===== src/rtl/sort_pkg.sv =====
// Shared types and constants for the parallel bubble sorter and its memory loader.
package sort_pkg;

    localparam int ELEM_W            = 64;
    localparam int ELEM_BYTES        = 8;
    localparam int DEFAULT_MAX_ELEMS = 64;

    typedef logic [$clog2(DEFAULT_MAX_ELEMS)-1:0] elem_idx_t;

    typedef enum logic [1:0] {
        LD_IDLE  = 2'd0,
        LD_ISSUE = 2'd1,
        LD_DRAIN = 2'd2,
        LD_DONE  = 2'd3
    } loader_state_e;

    // True when the byte range [base, base + ELEM_BYTES*count) runs past 2^64.
    function automatic logic addr_range_overflow(input logic [63:0] base,
                                                 input logic [63:0] count);
        logic [66:0] end_addr;
        end_addr = {3'b000, base} + {count, 3'b000};
        return (end_addr[66:64] != 3'b000);
    endfunction

endpackage


===== src/rtl/sort_outstanding_ctr.sv =====
// Up/down counter of in-flight memory reads with a full flag at MAX_OUT.
module sort_outstanding_ctr #(
    parameter int MAX_OUT = 4,
    parameter int CNT_W   = $clog2(MAX_OUT + 1)
) (
    input  logic             clk,
    input  logic             nreset,
    input  logic             clr,
    input  logic             inc,
    input  logic             dec,
    output logic [CNT_W-1:0] count,
    output logic             full
);

    logic [CNT_W-1:0] count_r;

    // In-flight count register; a simultaneous inc and dec cancel out.
    always_ff @(posedge clk or negedge nreset) begin
        if (!nreset) begin
            count_r <= {CNT_W{1'b0}};
        end else if (clr) begin
            count_r <= {CNT_W{1'b0}};
        end else begin
            case ({inc, dec})
                2'b10:   count_r <= count_r + CNT_W'(1'b1);
                2'b01:   count_r <= count_r - CNT_W'(1'b1);
                default: count_r <= count_r;
            endcase
        end
    end

    assign count = count_r;
    assign full  = (count_r >= CNT_W'(MAX_OUT));

endmodule


===== src/rtl/sort_mem_loader.sv =====
// Fetches a block of 64-bit elements from memory into the sorter buffer.
// Optional response watchdog enabled by defining SORT_LOADER_TIMEOUT_EN.
import sort_pkg::*;

module sort_mem_loader #(
    parameter int MAX_ELEMS       = DEFAULT_MAX_ELEMS,
    parameter int MAX_OUTSTANDING = 4,
    parameter int TIMEOUT_CYCLES  = 1024
) (
    input  logic                         clk,
    input  logic                         nreset,
    input  logic                         start,
    input  logic [63:0]                  start_address,
    input  logic [63:0]                  no_of_elements,
    output logic                         busy,
    output logic                         done,
    output logic                         error,
    output logic                         mem_req_valid,
    input  logic                         mem_req_ready,
    output logic [63:0]                  mem_req_addr,
    input  logic                         mem_rsp_valid,
    input  logic [ELEM_W-1:0]            mem_rsp_data,
    output logic                         elem_we,
    output logic [$clog2(MAX_ELEMS)-1:0] elem_idx,
    output logic [ELEM_W-1:0]            elem_data
);

    localparam int IDX_W = $clog2(MAX_ELEMS);
    localparam int CNT_W = IDX_W + 1;
    localparam int OUT_W = $clog2(MAX_OUTSTANDING + 1);

    loader_state_e     state_r;
    loader_state_e     state_s;
    logic [63:0]       base_r;
    logic [CNT_W-1:0]  count_r;
    logic [CNT_W-1:0]  issued_r;
    logic [CNT_W-1:0]  received_r;
    logic              done_r;
    logic              error_r;
    logic              elem_we_r;
    logic [IDX_W-1:0]  elem_idx_r;
    logic [ELEM_W-1:0] elem_data_r;

    logic              active_s;
    logic              req_valid_s;
    logic              xfer_s;
    logic              rsp_take_s;
    logic [CNT_W-1:0]  issued_nxt_s;
    logic [CNT_W-1:0]  received_nxt_s;
    logic              cmd_bad_s;
    logic              cmd_zero_s;
    logic              reject_s;
    logic              launch_s;
    logic              timeout_s;
    logic [OUT_W-1:0]  out_count_s;
    logic              out_full_s;

    assign active_s    = (state_r == LD_ISSUE) || (state_r == LD_DRAIN);
    assign req_valid_s = (state_r == LD_ISSUE) && (issued_r < count_r) && !out_full_s;
    assign xfer_s      = req_valid_s && mem_req_ready;
    assign rsp_take_s  = active_s && mem_rsp_valid;

    assign issued_nxt_s   = issued_r + CNT_W'(xfer_s);
    assign received_nxt_s = received_r + CNT_W'(rsp_take_s);

    assign cmd_zero_s = (no_of_elements == 64'd0);
    assign cmd_bad_s  = (no_of_elements > 64'(MAX_ELEMS))
                     || (start_address[2:0] != 3'b000)
                     || addr_range_overflow(start_address, no_of_elements);
    assign reject_s   = (state_r == LD_IDLE) && start && cmd_bad_s;
    assign launch_s   = (state_r == LD_IDLE) && start && !cmd_bad_s && !cmd_zero_s;

    // Decrement is guarded so a response with nothing in flight cannot wrap the count.
    sort_outstanding_ctr #(
        .MAX_OUT (MAX_OUTSTANDING),
        .CNT_W   (OUT_W)
    ) u_outstanding (
        .clk    (clk),
        .nreset (nreset),
        .clr    (launch_s),
        .inc    (xfer_s),
        .dec    (rsp_take_s && (out_count_s != {OUT_W{1'b0}})),
        .count  (out_count_s),
        .full   (out_full_s)
    );

`ifdef SORT_LOADER_TIMEOUT_EN
    localparam int WD_W = $clog2(TIMEOUT_CYCLES + 1);

    logic [WD_W-1:0] wd_r;
    logic            wd_inc_s;

    assign wd_inc_s  = active_s && (out_count_s != {OUT_W{1'b0}}) && !mem_rsp_valid;
    assign timeout_s = wd_inc_s && (wd_r == WD_W'(TIMEOUT_CYCLES - 1));

    // Watchdog: counts silent cycles with reads in flight, cleared by any response.
    always_ff @(posedge clk or negedge nreset) begin
        if (!nreset) begin
            wd_r <= {WD_W{1'b0}};
        end else if (wd_inc_s) begin
            wd_r <= wd_r + WD_W'(1'b1);
        end else begin
            wd_r <= {WD_W{1'b0}};
        end
    end
`else
    assign timeout_s = 1'b0;
`endif

    // State register.
    always_ff @(posedge clk or negedge nreset) begin
        if (!nreset) begin
            state_r <= LD_IDLE;
        end else begin
            state_r <= state_s;
        end
    end

    // Next-state logic; completion looks at this cycle's response so done trails the last write by one cycle.
    always_comb begin
        state_s = state_r;
        case (state_r)
            LD_IDLE: begin
                if (start && !cmd_bad_s) begin
                    state_s = cmd_zero_s ? LD_DONE : LD_ISSUE;
                end else begin
                    state_s = LD_IDLE;
                end
            end
            LD_ISSUE, LD_DRAIN: begin
                if (timeout_s) begin
                    state_s = LD_IDLE;
                end else if (issued_nxt_s == count_r) begin
                    state_s = (received_nxt_s == count_r) ? LD_DONE : LD_DRAIN;
                end else begin
                    state_s = LD_ISSUE;
                end
            end
            LD_DONE: state_s = LD_IDLE;
            default: state_s = LD_IDLE;
        endcase
    end

    // Command latch and issue/receive progress counters.
    always_ff @(posedge clk or negedge nreset) begin
        if (!nreset) begin
            base_r     <= 64'd0;
            count_r    <= {CNT_W{1'b0}};
            issued_r   <= {CNT_W{1'b0}};
            received_r <= {CNT_W{1'b0}};
        end else if (launch_s) begin
            base_r     <= start_address;
            count_r    <= no_of_elements[CNT_W-1:0];
            issued_r   <= {CNT_W{1'b0}};
            received_r <= {CNT_W{1'b0}};
        end else begin
            issued_r   <= issued_nxt_s;
            received_r <= received_nxt_s;
        end
    end

    // Registered status pulses and buffer write port.
    always_ff @(posedge clk or negedge nreset) begin
        if (!nreset) begin
            done_r      <= 1'b0;
            error_r     <= 1'b0;
            elem_we_r   <= 1'b0;
            elem_idx_r  <= {IDX_W{1'b0}};
            elem_data_r <= {ELEM_W{1'b0}};
        end else begin
            done_r    <= (state_r == LD_DONE);
            error_r   <= reject_s || timeout_s;
            elem_we_r <= rsp_take_s;
            if (rsp_take_s) begin
                elem_idx_r  <= received_r[IDX_W-1:0];
                elem_data_r <= mem_rsp_data;
            end
        end
    end

    assign busy          = (state_r != LD_IDLE);
    assign done          = done_r;
    assign error         = error_r;
    assign mem_req_valid = req_valid_s;
    assign mem_req_addr  = req_valid_s ? (base_r + 64'(issued_r) * 64'(ELEM_BYTES)) : 64'd0;
    assign elem_we       = elem_we_r;
    assign elem_idx      = elem_idx_r;
    assign elem_data     = elem_data_r;

endmodule


===== config.mk =====
export PLATFORM = sky130hd
export DESIGN_NAME = sort_mem_loader
export DESIGN_NICKNAME = d
export VERILOG_FILES = /design/src/rtl/sort_pkg.sv /design/src/rtl/sort_outstanding_ctr.sv /design/src/rtl/sort_mem_loader.sv
export SDC_FILE = /design/constraint.sdc
export NUM_CORES = 1
export LEC_CHECK = 0
export CORE_MARGIN = 4
export CORE_UTILIZATION = 30
export CTS_BUF_LIST = sky130_fd_sc_hd__clkbuf_4 sky130_fd_sc_hd__clkbuf_8 sky130_fd_sc_hd__clkbuf_16
export DETAILED_ROUTE_END_ITERATION = 10
export SLEW_MARGIN = 30
export SYNTH_ARGS = -nofsm -noshare
export SYNTH_HDL_FRONTEND = slang
export SYNTH_HIERARCHICAL = 1
export SYNTH_SLANG_ARGS = --single-unit

===== constraint.sdc =====
create_clock -name clk -period 3.5 [get_ports clk]
set_input_delay 0.7 -clock clk [delete_from_list [all_inputs] [get_ports clk]]
set_output_delay 0.7 -clock clk [all_outputs]
set_load 0.005 [all_outputs]

==> impl_metrics.env <==
export IMPL_status="complete, but fails checks"
export IMPL_violations="setup timing"
export IMPL_worstMarginPinSlew_ns=0.895
export IMPL_yosys_area_top_type_share=0.416
export IMPL_rr_endpoint="state_r[0]"
export IMPL_grt_max_degree=94
export IMPL_fmax_ghz=0.268
export IMPL_initial_core_util=0.308
export IMPL_synth_fa_ha_area_frac=0.109
export IMPL_vias=9231
export IMPL_path_class="reg2out"
export IMPL_clkTransAtPathRegs_ns=0.07
export IMPL_drtPass1Iterations=4
export IMPL_drc=0
export IMPL_die_h_um=189
export IMPL_r2r_start="issued_r[0]"
export IMPL_synth_compound_area_frac=0.124
export IMPL_vias_per_cell=4.95
export IMPL_yosys_area_share_simple=0.157
export IMPL_ys_seq_area_frac=0.416
export IMPL_min_period_ns=3.73
export IMPL_async_flop_share=1.00
export IMPL_finalSetupViolations=37
export IMPL_cts_tree="built"
export IMPL_grt_antenna_before_repair=3
export IMPL_nFillCells=2932
export IMPL_nNetsFinal=1695
export IMPL_dp_hpwl_um=27200
export IMPL_critPathRequiredTime_ns=2.80
export IMPL_core_area_um2=31900
export IMPL_drtAntennaViolNets=0
export IMPL_syn_inst=893
export IMPL_fin_skew_ns=0.0139
export IMPL_pin_count=336
export IMPL_die_area_um2=35700
export IMPL_wire_per_inst_um=19.5
export IMPL_p_per_area_nw_per_um2=336
export IMPL_area_sequential_um2=4080
export IMPL_dp_cells=1795
export IMPL_leakage_uw=0.00734
export IMPL_synth_top_family_by_area="simple AND/OR/NAND/NOR gates"
export IMPL_cp_arrival_ns=3.03
export IMPL_h_tree_depth=4
export IMPL_cts_sinks=163
export IMPL_final_hold_viol_count=0
export IMPL_hold_slack_ns=0.0354
export IMPL_clock_path_buffers=2
export IMPL_slew_viol_final=0
export IMPL_crit_path_end="mem_req_addr[60]"
export IMPL_syn_cell_area_um2=9810
export IMPL_overflow=0
export IMPL_yosys_area_top_type="dfrtp_1"
export IMPL_synthXorXnorAreaFrac=0.0759
export IMPL_io_buffers=335
export IMPL_die_w_um=189
export IMPL_drtIter0Drc=396
export IMPL_grt_pass1_wl_um=55700
export IMPL_worstSkewPairLatency_ns=0.44
export IMPL_reg2reg_depth=21
export IMPL_num_rows=65
export IMPL_cp_max_fo=4
export IMPL_clock_root_buffer="clkbuf_16"
export IMPL_rsz0062_at_grt="yes"
export IMPL_syn_to_final_growth_pct=64.8
export IMPL_peakVddDrop_uv=311
export IMPL_final_core_util=0.507
export IMPL_synth_area_leaders="dfrtp_1, ha_1, mux2_2"
export IMPL_multi_input_area_um2=5890
export IMPL_grt_pass1_vias=9593
export IMPL_grt_util_all_layers=0.201
export IMPL_cp_start_kind="register"
export IMPL_cp_end_kind="primary output"
export IMPL_synth_edf_count=0
export IMPL_synth_warnings=6
export IMPL_numCtsBuffers=17
export IMPL_syn_nets=1174
export IMPL_avgSynthCellArea_um2=11.0
export IMPL_ys_ff_latch=163
export IMPL_muxShareOfSynthArea=0.0814
export IMPL_synth_main_ff_cell="dfrtp_1"
export IMPL_synth_distinct_cells=67
export IMPL_layout_cells_non_filler=1863
export IMPL_routed_wl_um=36300
export IMPL_drv_cap=0
export IMPL_post_route_period_util=1.07
export IMPL_gp_congestion=0.842
export IMPL_slew_headroom=0.403
export IMPL_drive_gt1_frac=0.331
export IMPL_setup_ws_ns=-0.231
export IMPL_crit_start="issued_r[0]"
export IMPL_hold_buffers=0
export IMPL_min_path_type="in2async"
export IMPL_r2r_setup_slack_ns=-0.06
-- metrics by stage --
step           setup WS (ns)  setup TNS (ns)  area [µm²]  power (µW)
2_1_floorplan         0.0795               0        9810        2620
3_3_place_gp          -0.866          -38.70       14900        3490
3_5_place_dp          -0.503          -30.61       14900        3520
4_1_cts               -0.246           -3.33       15900        5520
5_1_grt               -0.392          -11.44       16200        5710
6_report              -0.231           -4.05       16200        5430
-- report_power, final --
group	internal (µW)	switching [µW]	leakage, µW
Combinational	832	444	0.00491
Clock	1080	877	0.000291
Sequential	2090	105	0.00214
Total	4010	1430	0.00734
-- Yosys cell counts (3+ instances only) --
cell and number:
o21ai_1 7, a21oi_1 27, dfrtp_1 163, nor2_1 94, inv_1 20, nor4_1 22, a21o_1 16, and4_1 8
xnor2_1 46, buf_2 3, a211oi_1 4, mux2_2 70, nor2b_1 5, nor3_1 11, and3_1 16, nand3_2 8
nand2_1 35, o21ai_0 9, or3_1 7, nand3_1 29, ha_1 82, and2_1 9, clkbuf_1 19, buf_6 15
nand4_1 15, nand2b_1 3, xor2_1 34, a32o_1 68
-- final cells by class --
class / instances / share of cell area
timing repair buffer: 543 / 0.307
clock buffer: 18 / 0.0268
inverter: 21 / 0.00488
multi-input combinational: 668 / 0.365
sequential: 163 / 0.252
clock inverter: 14 / 0.0107
tap: 435 / 0.0337
antenna: 1 / 0.000155
-- placed cells by master, fill, tap and decap left out, types with 31 or more instances in the layout --
cell             instances
ha_1                    78
xnor2_1                 38
a32o_1                  68
clkdlybuf4s50_1        269
nor2_1                  81
dfrtp_1                163
mux2_2                  70
buf_2                   49
xor2_1                  31
nand2_1                 32
buf_4                  176
-- kinds of logic after synthesis --
group                    count (synthesis)
AO/OA/AOI/OAI                          148
XOR/XNOR                                82
adder cells (fa/ha/maj)                 84
buffers and inverters                   62
flip-flops                             163
multiplexers                            71
AND/OR/NAND/NOR                        283
-- what timing repair did --
action                                  4_1_cts  5_1_grt
gates cloned                                  4        0
resized for setup                           300       60
setup buffers                                26       13
endpoints found under the hold margin         0        0
endpoints found under the setup margin       66       61
pin swaps                                    74       34
-- routing by layer --
metal | up-vias | global-route usage | part of all wire
met4 | 4 | 0.0524 | 0.020
met2 | 269 | 0.348 | 0.50
met1 | 4540 | 0.250 | 0.42
met3 | 41 | 0.0506 | 0.056
li1 | 4377 | - | -
met5 | - | 0 | 0.00072
-- worst max-delay path: stages (launching register included) --
cell and delay, ns:
dfrtp_1 0.37, ha_2 0.20, buf_4 0.11, buf_4 0.09
a21o_1 0.10, a21o_1 0.14, a21oi_2 0.08, o21ai_2 0.21
nand4bb_4 0.18, or2_4 0.34, buf_6 0.13, or3_1 0.31
a21oi_2 0.18, buf_2 0.15
-- state kept, by name (all words and copies together) (netlist names) --
signal and cells:
done 1, state_r 2, base_r 64, elem_we 1, issued_r 7, error 1, u_outstanding/count 3, received_r 7
elem_idx 6, count_r 7, elem_data 64
-- worst min path at each step --
stage                            end  cells after the start
after floorplan            base_r[0]                      0
after global placement     base_r[0]                      2
after detailed placement  count_r[5]                      1
after CTS                  base_r[7]                      1
after global routing       base_r[7]                      1
final                      base_r[7]                      1
No activity file was read; power rests on OpenSTA's default activity.
